===== src/rtl/mem_pkg.sv =====
// Shared types and constants for the MEM pipeline stage: op/size codes, FSM states,
// byte-enable patterns and EX/MEM, MEM/WB latch payloads.
package mem_pkg;

    localparam logic [1:0] MEM_LOAD  = 2'b01;
    localparam logic [1:0] MEM_STORE = 2'b11;

    localparam logic [1:0] SZ_BYTE = 2'b00;
    localparam logic [1:0] SZ_HALF = 2'b01;

    localparam logic [3:0] BE_WORD    = 4'b1111;
    localparam logic [3:0] BE_HALF_LO = 4'b0011;
    localparam logic [3:0] BE_HALF_HI = 4'b1100;
    localparam logic [3:0] BE_BYTE0   = 4'b0001;

    typedef enum logic {
        ST_IDLE = 1'b0,
        ST_WAIT = 1'b1
    } mem_state_t;

    typedef struct packed {
        logic [4:0]  wb;
        logic [1:0]  op;
        logic [1:0]  size;
        logic        sgn;
        logic        jl;
        logic [31:0] link;
        logic [31:0] alu;
        logic [31:0] regb;
        logic [4:0]  rd;
    } ex_mem_t;

    typedef struct packed {
        logic [4:0]  wb;
        logic        jl;
        logic [31:0] rdata;
        logic [31:0] alu;
        logic [4:0]  rd;
        logic [31:0] link;
    } mem_wb_t;

    function automatic logic is_access(input logic [1:0] op);
        return (op == MEM_LOAD) || (op == MEM_STORE);
    endfunction

    // Stores never write the register file; only loads carry memory data forward.
    function automatic mem_wb_t to_mem_wb(input ex_mem_t e, input logic [31:0] load_data);
        mem_wb_t w;
        w.wb    = (e.op == MEM_STORE) ? 5'd0 : e.wb;
        w.jl    = e.jl;
        w.rdata = (e.op == MEM_LOAD) ? load_data : 32'd0;
        w.alu   = e.alu;
        w.rd    = e.rd;
        w.link  = e.link;
        return w;
    endfunction

endpackage


===== src/rtl/mem_lane_align.sv =====
// Byte-lane steering for data-memory accesses: byte enables, store-data replication,
// load extraction/extension and alignment check. Subword support under SUBWORD_ACCESS_EN.
module mem_lane_align
    import mem_pkg::*;
(
    input  logic [1:0]  size,
    input  logic        sgn,
    input  logic [1:0]  addr_lo,
    input  logic [31:0] store_data,
    input  logic [31:0] rdata,
    output logic [3:0]  be,
    output logic [31:0] wdata,
    output logic [31:0] load_data,
    output logic        misaligned
);

`ifdef SUBWORD_ACCESS_EN
    logic [31:0] shifted;

    always_comb begin
        be         = BE_WORD;
        wdata      = store_data;
        misaligned = 1'b0;
        shifted    = rdata >> {addr_lo, 3'b000};
        load_data  = rdata;
        if (size == SZ_BYTE) begin
            be        = BE_BYTE0 << addr_lo;
            wdata     = {4{store_data[7:0]}};
            load_data = {{24{sgn & shifted[7]}}, shifted[7:0]};
        end else if (size == SZ_HALF) begin
            be         = addr_lo[1] ? BE_HALF_HI : BE_HALF_LO;
            wdata      = {2{store_data[15:0]}};
            load_data  = {{16{sgn & shifted[15]}}, shifted[15:0]};
            misaligned = addr_lo[0];
        end else begin
            misaligned = (addr_lo != 2'b00);
        end
    end
`else
    // Word-only build: size/sign controls and subword constants have no effect.
    logic unused_cfg;
    assign unused_cfg = ^{size, sgn, SZ_BYTE, SZ_HALF, BE_HALF_LO, BE_HALF_HI, BE_BYTE0};

    assign be         = BE_WORD;
    assign wdata      = store_data;
    assign load_data  = rdata;
    assign misaligned = (addr_lo != 2'b00);
`endif

endmodule


===== src/rtl/memory_access_stage.sv =====
// MEM stage: runs EX/MEM loads/stores over a req/ack data-memory port, stalls upstream
// while busy and registers the MEM/WB latch on the falling edge. Option: SUBWORD_ACCESS_EN.
module memory_access_stage
    import mem_pkg::*;
#(
    parameter int unsigned AW      = 32,
    parameter int unsigned TIMEOUT = 16
) (
    input  logic          clk,
    input  logic          rst,
    input  logic [4:0]    inWB,
    input  logic [1:0]    inMEM,
    input  logic [1:0]    inSize,
    input  logic          inSigned,
    input  logic          inJL,
    input  logic [31:0]   inNextInstructionAddress,
    input  logic [31:0]   inALUResult,
    input  logic [31:0]   inRegB,
    input  logic [4:0]    inRegF_wreg,
    output logic          dmem_req,
    output logic          dmem_we,
    output logic [AW-1:0] dmem_addr,
    output logic [31:0]   dmem_wdata,
    output logic [3:0]    dmem_be,
    input  logic          dmem_ack,
    input  logic [31:0]   dmem_rdata,
    output logic          stall,
    output logic          mem_err,
    output logic [31:0]   MEM_AluResult,
    output logic [4:0]    MEM_rd,
    output logic          MEM_regF_wr,
    output logic [4:0]    outWB,
    output logic          outJL,
    output logic [31:0]   outReadData,
    output logic [31:0]   outALUResult,
    output logic [4:0]    outRegF_wreg,
    output logic [31:0]   outNextInstructionAddress
);

    localparam int unsigned CW = $clog2(TIMEOUT + 1);

    mem_state_t    state;
    logic [CW-1:0] cnt;
    ex_mem_t       live;
    ex_mem_t       held;
    ex_mem_t       act;
    mem_wb_t       wb_q;

    logic [3:0]    align_be;
    logic [31:0]   align_wdata;
    logic [31:0]   align_ldata;
    logic          align_mis;
    logic          start;
    logic          misaligned_op;
    logic          timed_out;

    always_comb begin
        live      = '0;
        live.wb   = inWB;
        live.op   = inMEM;
        live.size = inSize;
        live.sgn  = inSigned;
        live.jl   = inJL;
        live.link = inNextInstructionAddress;
        live.alu  = inALUResult;
        live.regb = inRegB;
        live.rd   = inRegF_wreg;
    end

    // While waiting, the request is driven from the captured copy so it stays stable.
    assign act = (state == ST_WAIT) ? held : live;

    mem_lane_align u_lane_align (
        .size       (act.size),
        .sgn        (act.sgn),
        .addr_lo    (act.alu[1:0]),
        .store_data (act.regb),
        .rdata      (dmem_rdata),
        .be         (align_be),
        .wdata      (align_wdata),
        .load_data  (align_ldata),
        .misaligned (align_mis)
    );

    assign start         = (state == ST_IDLE) && is_access(live.op) && !align_mis;
    assign misaligned_op = (state == ST_IDLE) && is_access(live.op) && align_mis;
    assign timed_out     = (state == ST_WAIT) && !dmem_ack && (cnt == CW'(TIMEOUT));

    // Request and stall are gated by reset so an aborted access drops at once.
    always_comb begin
        dmem_req   = rst && (start || (state == ST_WAIT));
        stall      = rst && (start || ((state == ST_WAIT) && !dmem_ack && !timed_out));
        dmem_we    = dmem_req && (act.op == MEM_STORE);
        dmem_addr  = dmem_req ? AW'(act.alu) : '0;
        dmem_wdata = dmem_req ? align_wdata : 32'd0;
        dmem_be    = dmem_req ? align_be : 4'd0;
    end

    assign MEM_regF_wr   = inWB[0] & ~(inMEM == MEM_STORE);
    assign MEM_AluResult = inJL ? inNextInstructionAddress : inALUResult;
    assign MEM_rd        = inRegF_wreg;

    always_ff @(negedge clk or negedge rst) begin
        if (!rst) begin
            state   <= ST_IDLE;
            cnt     <= '0;
            held    <= '0;
            wb_q    <= '0;
            mem_err <= 1'b0;
        end else begin
            case (state)
                ST_IDLE: begin
                    if (start) begin
                        state <= ST_WAIT;
                        cnt   <= CW'(1);
                        held  <= live;
                    end else if (misaligned_op) begin
                        mem_err <= 1'b1;
                        wb_q    <= '0;
                    end else begin
                        wb_q <= to_mem_wb(live, 32'd0);
                    end
                end
                ST_WAIT: begin
                    if (dmem_ack) begin
                        state <= ST_IDLE;
                        wb_q  <= to_mem_wb(held, align_ldata);
                    end else if (timed_out) begin
                        state   <= ST_IDLE;
                        mem_err <= 1'b1;
                        wb_q    <= '0;
                    end else begin
                        cnt <= cnt + CW'(1);
                    end
                end
                default: state <= ST_IDLE;
            endcase
        end
    end

    assign outWB                     = wb_q.wb;
    assign outJL                     = wb_q.jl;
    assign outReadData               = wb_q.rdata;
    assign outALUResult              = wb_q.alu;
    assign outRegF_wreg              = wb_q.rd;
    assign outNextInstructionAddress = wb_q.link;

endmodule


===== config.mk =====
export PLATFORM = sky130hd
export DESIGN_NAME = memory_access_stage
export DESIGN_NICKNAME = d
export VERILOG_FILES = /design/src/rtl/mem_pkg.sv /design/src/rtl/mem_lane_align.sv /design/src/rtl/memory_access_stage.sv
export SDC_FILE = /design/constraint.sdc
export NUM_CORES = 1
export LEC_CHECK = 0
export BUFFER_PORTS_ARGS = -buffer_cell sky130_fd_sc_hd__buf_2
export CAP_MARGIN = 10
export CELL_PAD_IN_SITES_DETAIL_PLACEMENT = 1
export CELL_PAD_IN_SITES_GLOBAL_PLACEMENT = 1
export CORE_MARGIN = 10
export CORE_UTILIZATION = 42
export CTS_BUF_LIST = sky130_fd_sc_hd__clkbuf_16
export DETAILED_ROUTE_END_ITERATION = 6
export PLACE_DENSITY = 0.95
export SYNTH_ARGS = -nofsm -noshare
export SYNTH_HDL_FRONTEND = slang
export SYNTH_SLANG_ARGS = --single-unit

===== constraint.sdc =====
create_clock -name clk -period 5.2 [get_ports clk]
set_input_delay 0.52 -clock clk [delete_from_list [all_inputs] [get_ports clk]]
set_output_delay 0.52 -clock clk [all_outputs]
set_load 0.02 [all_outputs]

# After elaboration in Yosys (flattened, before gate mapping)
# Cells that the tools add are included.
# totals
register_bits	226
input_bits	147
output_inout_bits	217
# classes
addsub	1
eq_ne	13
n_mux	26
bitwise_logic	3
reduce_logical	20
# op_table
op	n
$mux 107	5
$pmux 107 s2	1
$mux 32	4
$mux 5	5
$ne 2x2->1 const B	5
$pmux 5 s2	1
$logic_and 1x1->1	9
$mux 1	7
$eq 2x2->1 const B	3
$add 5x1->5 const B	1
$eq 5x5->1 const B	1
$eq 2x1->1 const B	2
$mux 4	1
$pmux 1 s2	2
$reduce_and 2->1	2
$reduce_and 4->1	1
$logic_not 1->1	3
$logic_or 1x1->1	3
$ne 3x2->1 const B	1
$reduce_and 3->1	1
$ne 2x1->1 const B	1
$not 1->1	2
$reduce_bool 2->1	1
$and 1x1->1	1

# Depth between registers and ports, before layout
# Gate-level depths: netlist of run 1.
# logic_depth
depth_word	7
mapped_depth	9

# Cells and area by module
# A second synthesis of run 1 with hierarchy kept.
# unflattened
cells_unflattened	870
area_unflattened_um2	11275.8
# modules_own_cells
mod	n_inst	cells_per_inst	area_each_um2	seq_area_each_um2
memory_access_stage	1	800	10755.3	5655.4
mem_lane_align	1	70	520.5	0.0

==> results of run 1 <==
-- cell type report --
type / count / area (um2) / area share (%)
flip-flops and latches: 223 / 5580 / 42.4
clock buffers: 25 / 626 / 4.75
clock inverters: 21 / 93.8 / 0.713
diodes: 5 / 12.5 / 0.0950
well taps: 324 / 405 / 3.08
repair buffers: 390 / 2160 / 16.4
multi-input cells: 568 / 4260 / 32.4
inverters: 7 / 26.3 / 0.200
-- path summary, 6_finish.rpt --
check / to / cells past startpoint / from
max: stall / 6 / cnt[0]
min: mem_err / 2 / mem_err
max reg2reg: held[54] / 4 / state
min reg2reg: mem_err / 2 / mem_err
max in group asynchronous: cnt[3] / 2 / rst
min in group asynchronous: outALUResult[8] / 1 / rst
-- cell families (layout without fill, tap and decap cells) --
logic type	count (synthesis)	in the layout	share of synthesized area, %
multiplexers	201	201	21.2
buffers and inverters	85	443	4.69
XOR/XNOR	1	1	0.0850
flip-flops	223	223	54.2
other	0	5	0
adder cells (fa/ha/maj)	2	2	0.243
AND/OR/NAND/NOR	170	170	6.85
AO/OA/AOI/OAI	194	194	12.8
-- critical path, delay by kind of cell, from the launching register on --
| kind | cells | cell delay [ns] |
|---|---|---|
| AOI/OAI and AO/OA | 1 | 0.19 |
| buffers and inverters | 2 | 0.21 |
| DFF | 1 | 0.48 |
| and+or+nand+nor | 2 | 0.41 |
| adders and majority gates | 1 | 0.20 |
-- cell usage after synthesis (7+ instances only) --
cell type | number | area share (%)
dfrtn_1 | 223 | 54
mux2i_1 | 63 | 6.1
mux2_2 | 138 | 15
buf_4 | 23 | 1.7
o21ai_0 | 44 | 2.1
buf_2 | 25 | 1.2
clkbuf_1 | 21 | 0.77
a22o_1 | 32 | 2.7
o21ai_1 | 31 | 1.5
a22oi_1 | 72 | 5.2
nor2_1 | 68 | 2.5
inv_1 | 7 | 0.26
nand2_1 | 85 | 3.1
-- metal layers --
| metal | up-vias | global-route usage [%] |
|---|---|---|
| met1 | 4322 | 24.2 |
| met4 | 0 | 9.04 |
| met5 | - | 0 |
| met3 | 78 | 5.25 |
| met2 | 299 | 38.7 |
| li1 | 3799 | - |
-- what timing repair did --
item / in CTS / in global routing
resized for setup: 1 / 3
pin swaps: 1 / 1
setup endpoints to repair: 71 / 6
buffers inserted: 2 / 4
-- registers in the layout (all words and copies together) (netlist names) --
name and flops:
held 109, outJL 1, cnt 5, outWB 5, outNextInstructionAddress 32, mem_err 1
state 1, outRegF_wreg 5, outReadData 32, outALUResult 32
-- per-stage QoR --
stage          hold WS [ns]  instances  utilization, %  total power (W)
3_3_place_gp          0.411       1506            51.0          0.00334
4_1_cts               0.429       1554            54.1          0.00504
2_1_floorplan         0.415        876               -          0.00296
6_report              0.424       1563            54.3          0.00499
3_5_place_dp          0.429       1506            51.0          0.00344
5_1_grt               0.453       1562            54.3          0.00525
-- where the power goes --
part           switching, W  total [W]  internal, W
clock              0.000704    0.00157     0.000870
combinational      0.000678    0.00116     0.000480
sequential         0.000192    0.00226      0.00207
total               0.00157    0.00499      0.00342
==> results by group, run 1 <==
Clock network
  • Clock-pin slew on the worst setup and hold paths: 0.05 ns
  • Clk sinks: 223
  • CTS tree: yes
  • Clock latency on the worst-skew pair: 0.52 ns
  • TritonCTS Buffers: 25
  • CTS root buffer: clkbuf_16
  • CTS max path bufs: 3
  • CTS Hold Bufs: 0
  • # H-tree levels: 1

Global routing
  • GRT Total Usage: 21.7%
  • Antenna violations before repair: 5
  • Largest net degree at the start of global routing: 111
  • Grt ovf: 0
  • Global-route wire length before repair: 54.5 mm
  • Vias in the first global route: 9489

Synth
  • Post-synth EDFFs: 0
  • Gate Count Post-Synth: 876
  • Mapped Area: 10300 um2
  • Flops & latches, synth: 223
  • Synthesis warning total: 0
  • Asr flop ratio synth: 100%
  • Synth Flop Type: dfrtn_1
  • Avg Cell Area, Syn: 11.8 um2
  • Sequential share of the synthesized area: 54.2%
  • Syn_nets: 1025
  • Yosys cell types: 39

Timing
  • Post-route setup TNS: 0 ns
  • Setup Viol. Count Final: 0
  • Final hold viol count: 0
  • Max Slew Vio Count: 0
  • Final worst slack: 0.0707 ns
  • Worst-Margin Slew: 0.757 ns
  • Slew Limit Headroom: 49.5%
  • Final clock skew: 0.00743 ns

Die
  • Die area: 31200 um2
  • Die span in x: 177 um
  • Die Y: 177 um
  • Row count: 57
  • Initial cell density of the core: 42.5%
  • Core Box Area: 24200 um2
  • IO Count: 364

Finish
  • Commonest non-fill, non-tap cell in the layout: buf_2
  • Layout net count: 1364
  • Post-route cell area: 13200 um2
  • Area Growth Syn to Fin: 27.8%
  • Filler cells: 2713
  • Layout cells sized above 1: 45.9%
  • Most frequent cells in the layout: buf_2 (358), dfrtn_1 (223), mux2_2 (138)

Worst setup path
  • CP max-delay cell: dfrtn_1
  • Req. time, crit path: 4.68 ns
  • Crit-path max FO: 5
  • Crit. End Element: output pin
  • Crit-path max cell delay: 0.48 ns
  • Crit Path Category: flop to output pin
  • Flop-to-flop setup slack: 3.02 ns
  • Critical Path Start Type: flop
  • CP Cell Sequence: inv_1, ha_1, and4bb_2, o21bai_4, and2_1, buf_4
  • WP data arrival: 4.61 ns

Flow run
  • MaxCap Viol Count: 0

Placement
  • I/O Buffers: 360
  • Dpl hpwl: 25.2 mm
  • Pre-CTS worst setup slack: 0.164 ns
  • Gp weighted congestion: 0.830
  • Placed Area: 12400 um2

Route
  • Top layer in use: met4
  • WL final: 35.4 mm
  • Via density: 5.44
  • DRC viols: 0
  • Met3 Routed Length: 2.39 mm
  • DR WL/cell: 22.6 um
  • Met1 Routed Length: 13.4 mm
  • DR WL met2: 18.2 mm
  • Via count: 8498
  • DRT iter0 DRCs: 461
  • Antenna-violating nets left: 0
  • 1st-pass router iterations: 4

Status
  • Outcome: finished clean

Worst hold path
  • Worst hold path type: flop to flop

Power
  • VDD IR max: 0.220 mV
  • Leakage: 6.43 nW
  • Pwr Density: 379 nW/um2
Power figures use the tool's default switching activity.
==> run 2: changes to the inputs <==
--- a/config.mk
+++ b/config.mk
@@ -13,7 +13,7 @@
 export CORE_UTILIZATION = 42
 export CTS_BUF_LIST = sky130_fd_sc_hd__clkbuf_16
 export DETAILED_ROUTE_END_ITERATION = 6
-export PLACE_DENSITY = 0.95
+export PLACE_DENSITY = 0.94
 export SYNTH_ARGS = -nofsm -noshare
 export SYNTH_HDL_FRONTEND = slang
 export SYNTH_SLANG_ARGS = --single-unit
==> results by group, run 2 (synthesized netlist as in run 1, its figures left out) <==
Status
  • Outcome: finished clean

Worst setup path
  • CP delay by family, top: simple AND/OR/NAND/NOR gates
  • CP Cell Sequence: inv_1, ha_1, and4bb_2, o21bai_4, and2_1, buf_4
  • CP max-delay cell: dfrtn_1
  • WP depth: 6
  • Critical Path Start Type: flop
  • Crit Path Category: flop to output pin
  • Crit-path max cell delay: 0.44 ns
  • Crit. End Element: output pin
  • WP buf/inv: 2
  • Req. time, crit path: 4.68 ns
  • WP data arrival: 4.62 ns
  • Reg2reg path depth: 6
  • Crit-path max FO: 4

Timing
  • Slew Limit Headroom: 51.4%
  • Setup Viol. Count Final: 0
  • Worst-Margin Slew: 0.729 ns
  • RSZ-0062 raised after global routing: true
  • Max Slew Vio Count: 0
  • Fin Hold WS: 0.419 ns
  • Final clock skew: 0.00572 ns
  • Final hold viol count: 0

Die
  • Initial cell density of the core: 42.5%
  • Row count: 57
  • IO Count: 364
  • Die Y: 177 um
  • Core Box Area: 24200 um2
  • Die span in x: 177 um
  • Die area: 31200 um2

Clock network
  • Clock-pin slew on the worst setup and hold paths: 0.04 ns
  • CTS max path bufs: 3
  • Clock latency on the worst-skew pair: 0.52 ns
  • TritonCTS Buffers: 26
  • # H-tree levels: 1
  • CTS tree: yes
  • Clk sinks: 223
  • CTS root buffer: clkbuf_16

Placement
  • I/O Buffers: 360
  • Dpl hpwl: 25.2 mm
  • Gp weighted congestion: 0.828
  • Placed Cells: 1502

Global routing
  • GRT Total Usage: 22.2%
  • Antenna violations before repair: 4
  • Global-route wire length before repair: 55.5 mm
  • Grt ovf: 0
  • Vias in the first global route: 9517
  • Largest net degree at the start of global routing: 101

Power
  • Pwr Density: 393 nW/um2
  • Leakage: 6.44 nW
  • PnR Total Power: 0.00518 W
  • VDD IR max: 0.238 mV

Finish
  • Max reg flops: 109
  • Area Growth Syn to Fin: 28.1%
  • Largest register by flop count: held
  • Layout net count: 1358
  • Non-filler cells, final: 1556
  • Commonest non-fill, non-tap cell in the layout: buf_2
  • Layout cells sized above 1: 45.9%
  • Fin util: 54.4%
  • Most frequent cells in the layout: buf_2 (358), dfrtn_1 (223), mux2_2 (138)

Route
  • Via count: 8542
  • 1st-pass router iterations: 5
  • Antenna-violating nets left: 0
  • DRC viols: 0
  • DR WL/cell: 23.4 um
  • DRT iter0 DRCs: 505
  • Via density: 5.49
  • WL final: 36.4 mm

Worst hold path
  • Worst hold path type: flop to flop
  • Hold path cells: 2

Flow run
  • MaxCap Viol Count: 0
[run 2: cell types whose count changed in the layout (fill, tap and decap cells not counted), sizes merged]
cell    previous run  this run
buf              390       383
bufinv             0         2
clkbuf            25        27
clkinv            10         9
diode              5         4
inv               18        16
[run 2: layout make-up]
| cell class | count | area [um2] |
|---|---|---|
| timing repair buffer | 383 | 2100 |
| clock inverter | 20 | 135 |
| tap | 324 | 405 |
| antenna | 4 | 10.0 |
| multi-input combinational | 568 | 4260 |
| sequential | 223 | 5580 |
| clock buffer | 27 | 676 |
| fill | 2694 | 11000 |
| inverter | 7 | 26.3 |
[run 2: per-stage QoR]
stage	instance area, um2	setup TNS [ns]	setup WS, ns
2_1_floorplan	10300	0	0.419
3_3_place_gp	12300	0	0.418
3_5_place_dp	12300	0	0.384
4_1_cts	13200	0	0.0317
5_1_grt	13200	-0.0333	-0.0333
6_report	13200	0	0.0649
[run 2: tightest hold or removal path, delay by kind of cell, from the launching register on]
kind / cells / cell delay, ns
AND/OR/NAND/NOR: 1 / 0.06
flip-flops: 1 / 0.40
AO/OA/AOI/OAI: 1 / 0.04
[run 2: path summary, 6_finish.rpt]
check / startpoint / end / slack (ns)
min in group asynchronous: rst / held[83] / 2.42
hold / removal: mem_err / mem_err / 0.42
hold reg to reg: mem_err / mem_err / 0.42
setup / recovery: cnt[1] / stall / 0.06
max in group asynchronous: rst / outReadData[17] / 2.01
setup reg to reg: state / outRegF_wreg[2] / 3.05
[run 2: repair_timing]
action / CTS / global route
buffers inserted: 3 / 0
hold buffers: 0 / 0
gates resized for setup: 0 / 2
pin swaps: 0 / 1
setup endpoints to repair: 11 / 6
[run 2: power breakdown]
group / total (W) / internal [W] / switching, W
sequential: 0.00227 / 0.00207 / 0.000195
combinational: 0.00116 / 0.000474 / 0.000690
clock: 0.00175 / 0.00103 / 0.000723
[run 2: routing by layer]
layer	vias up	track usage (%)	part of all wire [%]
met5	-	0	0
met4	0	7.99	3.4
met3	63	5.68	7.1
met2	303	40.7	52
met1	4394	24.2	37
li1	3782	-	-
